[src/rtl/instr_mem_pkg.sv]
// instr_mem_pkg
//   Shared types and constants for the synchronous instruction memory.
//   - imem_state_e     : CLEAR (filling memory with NOPs) / RUN (fetch + program)
//   - NOP_INSN_DEFAULT : RV32I canonical NOP, addi x0,x0,0
//   - word_index()     : byte address -> word index (caller truncates to its width)
package instr_mem_pkg;

  typedef enum logic {CLEAR, RUN} imem_state_e;

  localparam logic [31:0] NOP_INSN_DEFAULT = 32'h00000013;

  // Drops the two byte-offset bits. The result is 32 bits wide so the helper
  // serves any ADDR_W; callers cast it down to ADDR_W-2 bits, which keeps
  // every index inside the array (no out-of-range case exists).
  function automatic logic [31:0] word_index(input logic [31:0] addr);
    return addr >> 2;
  endfunction

endpackage

[src/rtl/imem_array.sv]
// imem_array
//   Single-write-port, single-read-port synchronous RAM, read-first.
//   Ports:
//     clk          : clock, rising edge
//     we/waddr/wdata : write port (word index)
//     re/raddr     : read enable / word index; rdata updates only when re=1
//     rdata        : registered read data (holds while re=0)
//   Contents are never reset.
module imem_array #(
  parameter int IDX_W  = 7,
  parameter int DATA_W = 32
) (
  input  logic              clk,
  input  logic              we,
  input  logic [IDX_W-1:0]  waddr,
  input  logic [DATA_W-1:0] wdata,
  input  logic              re,
  input  logic [IDX_W-1:0]  raddr,
  output logic [DATA_W-1:0] rdata
);

  logic [DATA_W-1:0] mem [2**IDX_W];

  // Both updates are non-blocking, so a read of the word being written in
  // the same cycle returns the old contents (read-first).
  always_ff @(posedge clk) begin
    if (we) begin
      mem[waddr] <= wdata;
    end
    if (re) begin
      rdata <= mem[raddr];
    end
  end

endmodule

[src/rtl/instr_mem_sync.sv]
// instr_mem_sync
//   Synchronous-read instruction memory with a runtime programming port, a
//   valid/ready fetch interface with a one-entry response register,
//   misalignment fault reporting, and an automatic clear-to-NOP sequence.
//   Ports:
//     clk, reset        : clock (rising edge), asynchronous active-high reset
//     clear_req, busy   : restart clear sequence / high while clearing
//     req_valid/ready/addr          : fetch request (byte address)
//     rsp_valid/ready/data/fault    : fetch response, fault = misaligned
//     prog_we/ready/addr/data       : program write port (addr bits [1:0] ignored)
module instr_mem_sync
  import instr_mem_pkg::*;
#(
  parameter int              ADDR_W   = 9,
  parameter int              INS_W    = 32,
  parameter logic [INS_W-1:0] NOP_INSN = INS_W'(NOP_INSN_DEFAULT)
) (
  input  logic              clk,
  input  logic              reset,
  input  logic              clear_req,
  output logic              busy,
  input  logic              req_valid,
  output logic              req_ready,
  input  logic [ADDR_W-1:0] req_addr,
  output logic              rsp_valid,
  input  logic              rsp_ready,
  output logic [INS_W-1:0]  rsp_data,
  output logic              rsp_fault,
  input  logic              prog_we,
  output logic              prog_ready,
  input  logic [ADDR_W-1:0] prog_addr,
  input  logic [INS_W-1:0]  prog_data
);

  localparam int IDX_W = ADDR_W - 2;
  localparam int DEPTH = 2 ** IDX_W;

  imem_state_e      state;
  logic [IDX_W-1:0] clr_idx;

  logic             rsp_loaded;  // a RAM read has landed since reset
  logic             accept;
  logic [IDX_W-1:0] req_idx;
  logic [IDX_W-1:0] prog_idx;
  logic             ram_we;
  logic [IDX_W-1:0] ram_waddr;
  logic [INS_W-1:0] ram_wdata;
  logic [INS_W-1:0] ram_rdata;

  assign req_idx  = IDX_W'(word_index(32'(req_addr)));
  assign prog_idx = IDX_W'(word_index(32'(prog_addr)));

  assign busy       = (state == CLEAR);
  assign prog_ready = (state == RUN);
  assign req_ready  = (state == RUN) && (!rsp_valid || rsp_ready);
  assign accept     = req_valid && req_ready;

  // Clear/run sequencer: one NOP written per CLEAR cycle, DEPTH cycles total.
  always_ff @(posedge clk or posedge reset) begin
    if (reset) begin
      state   <= CLEAR;
      clr_idx <= '0;
    end else begin
      case (state)
        CLEAR: begin
          if (clear_req) begin
            clr_idx <= '0;
          end else if (clr_idx == IDX_W'(DEPTH - 1)) begin
            state   <= RUN;
            clr_idx <= '0;
          end else begin
            clr_idx <= clr_idx + 1'b1;
          end
        end
        RUN: begin
          if (clear_req) begin
            state   <= CLEAR;
            clr_idx <= '0;
          end
        end
        default: begin
          state   <= CLEAR;
          clr_idx <= '0;
        end
      endcase
    end
  end

  // Write port shared by the clear engine and the program port; program
  // writes are only honoured in RUN.
  always_comb begin
    ram_we    = 1'b0;
    ram_waddr = prog_idx;
    ram_wdata = prog_data;
    if (state == CLEAR) begin
      ram_we    = 1'b1;
      ram_waddr = clr_idx;
      ram_wdata = NOP_INSN;
    end else if (prog_we) begin
      ram_we = 1'b1;
    end
  end

  // Read only on accept, so the RAM output register doubles as the held
  // response data while the consumer stalls.
  imem_array #(
    .IDX_W  (IDX_W),
    .DATA_W (INS_W)
  ) u_array (
    .clk   (clk),
    .we    (ram_we),
    .waddr (ram_waddr),
    .wdata (ram_wdata),
    .re    (accept),
    .raddr (req_idx),
    .rdata (ram_rdata)
  );

  // Response register: valid, fault and a "RAM data is meaningful" flag.
  // Reset clears all three, which forces rsp_data back to NOP_INSN at once.
  always_ff @(posedge clk or posedge reset) begin
    if (reset) begin
      rsp_valid  <= 1'b0;
      rsp_fault  <= 1'b0;
      rsp_loaded <= 1'b0;
    end else if (accept) begin
      rsp_valid  <= 1'b1;
      rsp_fault  <= (req_addr[1:0] != 2'b00);
      rsp_loaded <= 1'b1;
    end else if (rsp_ready) begin
      rsp_valid <= 1'b0;
    end
  end

  assign rsp_data = (rsp_fault || !rsp_loaded) ? NOP_INSN : ram_rdata;

endmodule

[config.mk]
export PLATFORM = sky130hd
export DESIGN_NAME = instr_mem_sync
export DESIGN_NICKNAME = d
export VERILOG_FILES = /design/src/rtl/instr_mem_pkg.sv /design/src/rtl/imem_array.sv /design/src/rtl/instr_mem_sync.sv
export SDC_FILE = /design/constraint.sdc
export NUM_CORES = 2
export LEC_CHECK = 0
export CORE_UTILIZATION = 50
export DETAILED_ROUTE_END_ITERATION = 8
export GPL_ROUTABILITY_DRIVEN = 0
export HOLD_SLACK_MARGIN = 0.06
export MAX_ROUTING_LAYER = met4
export PLACE_DENSITY_LB_ADDON = 0.2
export SLEW_MARGIN = 20
export SYNTH_ARGS = -nofsm -noshare
export SYNTH_HDL_FRONTEND = slang
export SYNTH_SLANG_ARGS = --single-unit
[constraint.sdc]
create_clock -name clk -period 4.9 [get_ports clk]
set_input_delay 0.49 -clock clk [delete_from_list [all_inputs] [get_ports clk]]
set_output_delay 0.49 -clock clk [all_outputs]
set_load 0.05 [all_outputs]
* Word level (Yosys, flattened, before mapping)
Memory sizes are Yosys's and may differ from the RTL's. A register that Yosys moved wholly into a read port is not among the register bits.
Cells that the tools add are included.
** Cells by class
- $mul :: 0
- Bitwise logic cells :: 1
- $lt $le $gt $ge :: 0
- Mux-type cells :: 17
- Div/mod/pow operators :: 0
- Shift-type cells :: 0
- $add $sub $neg :: 1
- Reductions and logical operators :: 8
- Eq/ne operators :: 2
** Operators with widths (count)
- $mux W32 :: 2
- $mux W7 :: 4
- $pmux W7 S2 :: 1
- $mux W1 :: 9
- $add A7 B1 Y7 const B :: 1
- $eq A7 B7 Y1 const B :: 1
- $reduce_bool A2 Y1 :: 2
- $logic_and A1 B1 Y1 :: 2
- $logic_not A1 Y1 :: 2
- $logic_or A1 B1 Y1 :: 2
- $ne A2 B2 Y1 const B :: 1
- $pmux W1 S2 :: 1
- $not A1 Y1 :: 1
** Storage, ports and cells
- Memory bits (writable) :: 4096
- Bits in registers :: 11
- Input bits :: 56
- Bits in read-only memories :: 0
- Memories :: 1
- Bits in latches :: 0
** Memory list
- u_array.mem :: depth 128, bits a word 32, read ports 1, clocked after Yosys merged registers in 1, write ports 1, RTL line imem_array.sv:22 : logic [DATA_W-1:0] mem [2**IDX_W];

* Logic depth before layout (Yosys ltp)
- Depth in word-level cells :: 5
- Gate-level depth with buffers :: 8

* Cells and area by module
A second synthesis with hierarchy kept.
** Second synthesis, totals
- Cells, all modules :: 6127
- Area, all modules :: 157660.0 sq um
** Modules (own cells, without submodules)
- imem_array :: cells an instance 5990, sequential area each 123958.9 sq um, area each 156596.4 sq um, times used 1
- instr_mem_sync :: cells an instance 137, sequential area each 275.3 sq um, area each 1063.5 sq um, times used 1

* Worst setup path after synthesis
No wires, ideal clock.
- Path type :: register to register
- From :: reg state, in the netlist prog_ready
- To :: mem u_array.mem[0][10] (data pin)
- Path buffers :: 5
- Setup slack :: 0.709 ns
- Library setup time :: 0.534 ns
- Arrival time :: 3.657 ns
- Data required time :: 4.366 ns
- Stages on the path, launching flop included :: 7
- Path through :: dfrtp_1 > clkbuf_1 > clkbuf_1 > clkbuf_1 > clkbuf_1 > clkbuf_1 > and2_1
** On the way
- Word-level cells in the longest chain between the ends :: 1
** Ends and longest elaborated chain
- start, declared :: RTL line instr_mem_sync.sv:38 : imem_state_e state;
- start signal, assigned :: RTL line instr_mem_sync.sv:61 : state <= CLEAR;
- start signal, assigned :: RTL line instr_mem_sync.sv:69 : state <= RUN;
- start signal, assigned :: RTL line instr_mem_sync.sv:77 : state <= CLEAR;
- $mux W32 :: RTL line instr_mem_sync.sv:95 : if (state == CLEAR) begin
- named net ram_wdata[10] :: RTL line instr_mem_sync.sv:47 : logic [INS_W-1:0] ram_wdata;
- end, declared :: RTL line imem_array.sv:22
The timed path passes the listed nets, and every way through them passes these cells.

* Worst setup path after layout
- From :: reg rsp_fault
- To :: out rsp_data[25]
** On the way
- Word-level cells in the longest chain between the ends :: 2
** Ends and longest elaborated chain
- start, declared :: RTL line instr_mem_sync.sv:28 : output logic rsp_fault,
- start signal, assigned :: RTL line instr_mem_sync.sv:128 : rsp_fault <= (req_addr[1:0] != 2'b00);
- $logic_or A1 B1 Y1 :: RTL line instr_mem_sync.sv:135 : assign rsp_data = (rsp_fault || !rsp_loaded) ? NOP_INSN : ram_rdata;
- $mux W32 :: RTL line instr_mem_sync.sv:135
- end, declared :: RTL line instr_mem_sync.sv:27 : output logic [INS_W-1:0] rsp_data,
No other way between the ends.

==> insert_results.sql <==
INSERT INTO impl_metrics (metric_group, metric, value, unit) VALUES
('min_path', 'worst_hold_check_path_type', 'in -> reg', ''),
('clock_tree', 'cts-buffers-inserted', '410', ''),
('worst_setup_path', 'timing.critical_path.arrival', '3230', 'ps'),
('route', 'routed_wirelength', '393', 'mm'),
('sta', 'timing.hold.ws', '198', 'ps'),
('pwr', 'power-per-cell-area', '401', 'nW/um^2'),
('floorplan', 'num_io_pins', '93', ''),
('global_routing', 'gr-total-overflow', '0', ''),
('clock_tree', 'clock_tree_from_tritoncts', 'yes', ''),
('pwr', 'ir_drop', '0.339', 'mV'),
('place', 'place_worst_setup_slack', '711', 'ps'),
('floorplan', 'dieWidth', '564', 'um'),
('yosys', 'synth.yosys.warnings', '0', ''),
('route', 'drt-pass1-iter-count', '6', ''),
('cells_and_area', 'finish.net_count', '6711', ''),
('place', 'numPortBuffers', '90', ''),
('yosys', 'syn_area', '158000', 'um^2'),
('yosys', 'ys_async_sr_fraction', '0.266', '%'),
('status', 'status', 'finished, final reports clean', ''),
('yosys', 'synth_sequential_area_ratio', '78.8', '%'),
('cells_and_area', 'syn_to_final_growth', '14.4', '%'),
('global_routing', 'grtUsageMet2', '39.4', '%'),
('yosys', 'synth-xor-area-share', '0.0167', '%'),
('yosys', 'synth_cell_types', '35', ''),
('sta', 'setup-tns-final', '0', 'ps'),
('cells_and_area', 'drive_gt1_share', '35.5', '%'),
('sta', 'post-route-period-util', '76.0', '%'),
('floorplan', 'core-area', '313000', 'um^2'),
('route', 'antenna_left', '0', ''),
('floorplan', 'core.rowCount', '205', ''),
('pwr', 'leakage_power', '58.6', 'nW'),
('clock_tree', 'cts_max_path_buffers', '4', ''),
('worst_setup_path', 'timing.rr.start', 'prog_ready', ''),
('worst_setup_path', 'r2r.worst_path.cells', '6', ''),
('clock_tree', 'cts.repair_timing.setup_buffer_count', '0', ''),
('yosys', 'number_of_instances_in_the_synthesized_netlist', '6130', ''),
('yosys', 'post_synth_and_or_nand_nor_area_fraction', '0.761', '%'),
('floorplan', 'chipHeight', '564', 'um'),
('place', 'place_hpwl', '220', 'mm'),
('worst_setup_path', 'timing.critical_path.from_type', 'flip-flop', ''),
('global_routing', 'grt_start_max_net_pins', '98', ''),
('worst_setup_path', 'worst_r2r_endpoint', 'u_array.mem[41][19]', ''),
('worst_setup_path', 'crit_type', 'reg -> out', ''),
('sta', 'fmax', '269', 'MHz'),
('clock_tree', 'clk_latency', '960', 'ps'),
('worst_setup_path', 'worst-endpoint-required', '4410', 'ps'),
('global_routing', 'tot_gr_track_use', '25.8', '%'),
('route', 'per_cell_via_count_in_the_routed_design', '6.35', ''),
('clock_tree', 'clock_tree.htree_level_count', '5', ''),
('global_routing', 'global_route.usage.met3', '4.10', '%'),
('route', 'via_count', '71000', ''),
('sta', 'worst_clock_skew', '61.6', 'ps'),
('yosys', 'synth_ff_type', 'edfxtp_1', ''),
('global_routing', 'globalRoute.busiestLayer', 'met2', ''),
('route', 'drc_errors', '0', ''),
('worst_setup_path', 'endpoint_kind', 'output port', ''),
('yosys', 'postSynthRegisterBits', '4139', ''),
('sta', 'setup_slack_after_layout', '1180', 'ps'),
('floorplan', 'initial_core_util', '50.4', '%'),
('clock_tree', 'clock-sinks', '4139', ''),
('cells_and_area', 'final_common_cell', 'edfxtp_1', ''),
('yosys', 'share_of_synthesized_cell_area_in_full_adder_half_adder_and_majority_cells', '0.00794', '%'),
('cells_and_area', 'final.fill_count', '21800', ''),
('floorplan', 'floorplan.die_area', '318000', 'um^2'),
('global_routing', 'wire_length_of_the_first_global_routing_pass', '551', 'mm'),
('global_routing', 'via_count_of_the_first_global_routing_pass', '71700', ''),
('sta', 'slew_viol_final', '0', ''),
('yosys', 'synth.mux.area_fraction', '19.4', '%'),
('route', 'detail_route.iter0.violations', '9273', ''),
('clock_tree', 'cts_root_buf', 'clkbuf_16', ''),
('yosys', 'syn-num-nets', '6187', '');
-- synth_stat cells (all sizes together), types with 2 or more instances --
library cell	number	area (um^2)
nand2	22	82.6
nor2	138	518
or3	2	12.5
nand2b	15	93.8
a31oi	2	12.5
xnor2	2	17.5
mux2	33	372
o31ai	2	15.0
nand3	12	60.1
inv	7	26.3
edfxtp	4128	124000
a32o	3	30.0
mux2i	2	20.0
buf	139	654
a21o	2	15.0
o32ai	4	35.0
and2	59	369
dfrtp	11	275
clkbuf	184	691
o21ai	5	25.0
mux4	1344	30300
nor2b	4	25.0
-- area by class of cell --
class	count	area [um^2]	area share [%]
antenna	51	128	0.0707
timing repair buffer	435	4560	2.53
clock inverter	258	2400	1.33
sequential	4139	124000	68.9
clock buffer	485	10700	5.94
multi-input combinational	1661	33200	18.4
inverter	7	26.3	0.0146
tap	4140	5180	2.87
-- cells by family (layout without fill, tap and decap cells) --
family,after synthesis,after routing
DFF,4139,4139
adders and majority gates,1,1
buffers and inverters,330,1185
other,0,51
muxes,1379,1379
and+or+nand+nor,257,257
xor gates and xnor gates,3,3
AOI/OAI and AO/OA,21,21
-- state kept, by name, indices dropped and copies added, names as in the netlist --
signal and flops:
u_array.mem 4096, u_array.rdata 32, clr_idx 7, prog_ready 1
rsp_fault 1, rsp_loaded 1, rsp_valid 1
-- per-stage QoR --
stage | power [mW] | std cells | util (%) | area [um^2]
3_5_place_dp | 42.4 | 10400 | 53.4 | 167000
6_report | 72.4 | 11200 | 57.7 | 180000
4_1_cts | 72.9 | 11100 | 57.6 | 180000
5_1_grt | 74.2 | 11200 | 57.7 | 180000
3_3_place_gp | 42.4 | 10400 | 53.4 | 167000
2_1_floorplan | 41.1 | 6130 | - | 158000
-- where the power goes --
group	leakage, nW	total [mW]	internal [mW]	switching (mW)
Combinational	11.9	3.15	1.41	1.73
Sequential	40.2	38.5	38.5	0.0236
Clock	6.42	30.8	17.6	13.1
Total	58.6	72.4	57.5	14.9
-- worst max-delay path, stage by stage (launching register included) --
cell	delay, ps
dfrtp_1	410
nor2b_4	780
and2_1	260
clkdlybuf4s50_1	830
-- worst min path at each step --
| stage | from | to | slack, ps | cells past startpoint |
|---|---|---|---|---|
| floorplan | reset | clr_idx[0] | 340 | 1 |
| global placement | rsp_loaded | rsp_loaded | 460 | 1 |
| detailed placement | rsp_loaded | rsp_loaded | 470 | 1 |
| CTS | req_addr[0] | rsp_fault | 110 | 3 |
| global route | req_addr[0] | rsp_fault | 170 | 3 |
| finish | req_addr[0] | rsp_fault | 200 | 3 |
-- routing by layer --
layer	vias to the layer above	share of wire, %
li1	28000	-
met1	39200	40
met2	3264	48
met3	445	8.7
met4	0	2.8
met5	-	0
-- timing repair --
action	4_1_cts	5_1_grt
endpoints found under the setup margin	0	0
hold endpoints to repair	11	0
hold buffers	1	0
gates resized for setup	0	0
Power figures use the tool's default switching activity.
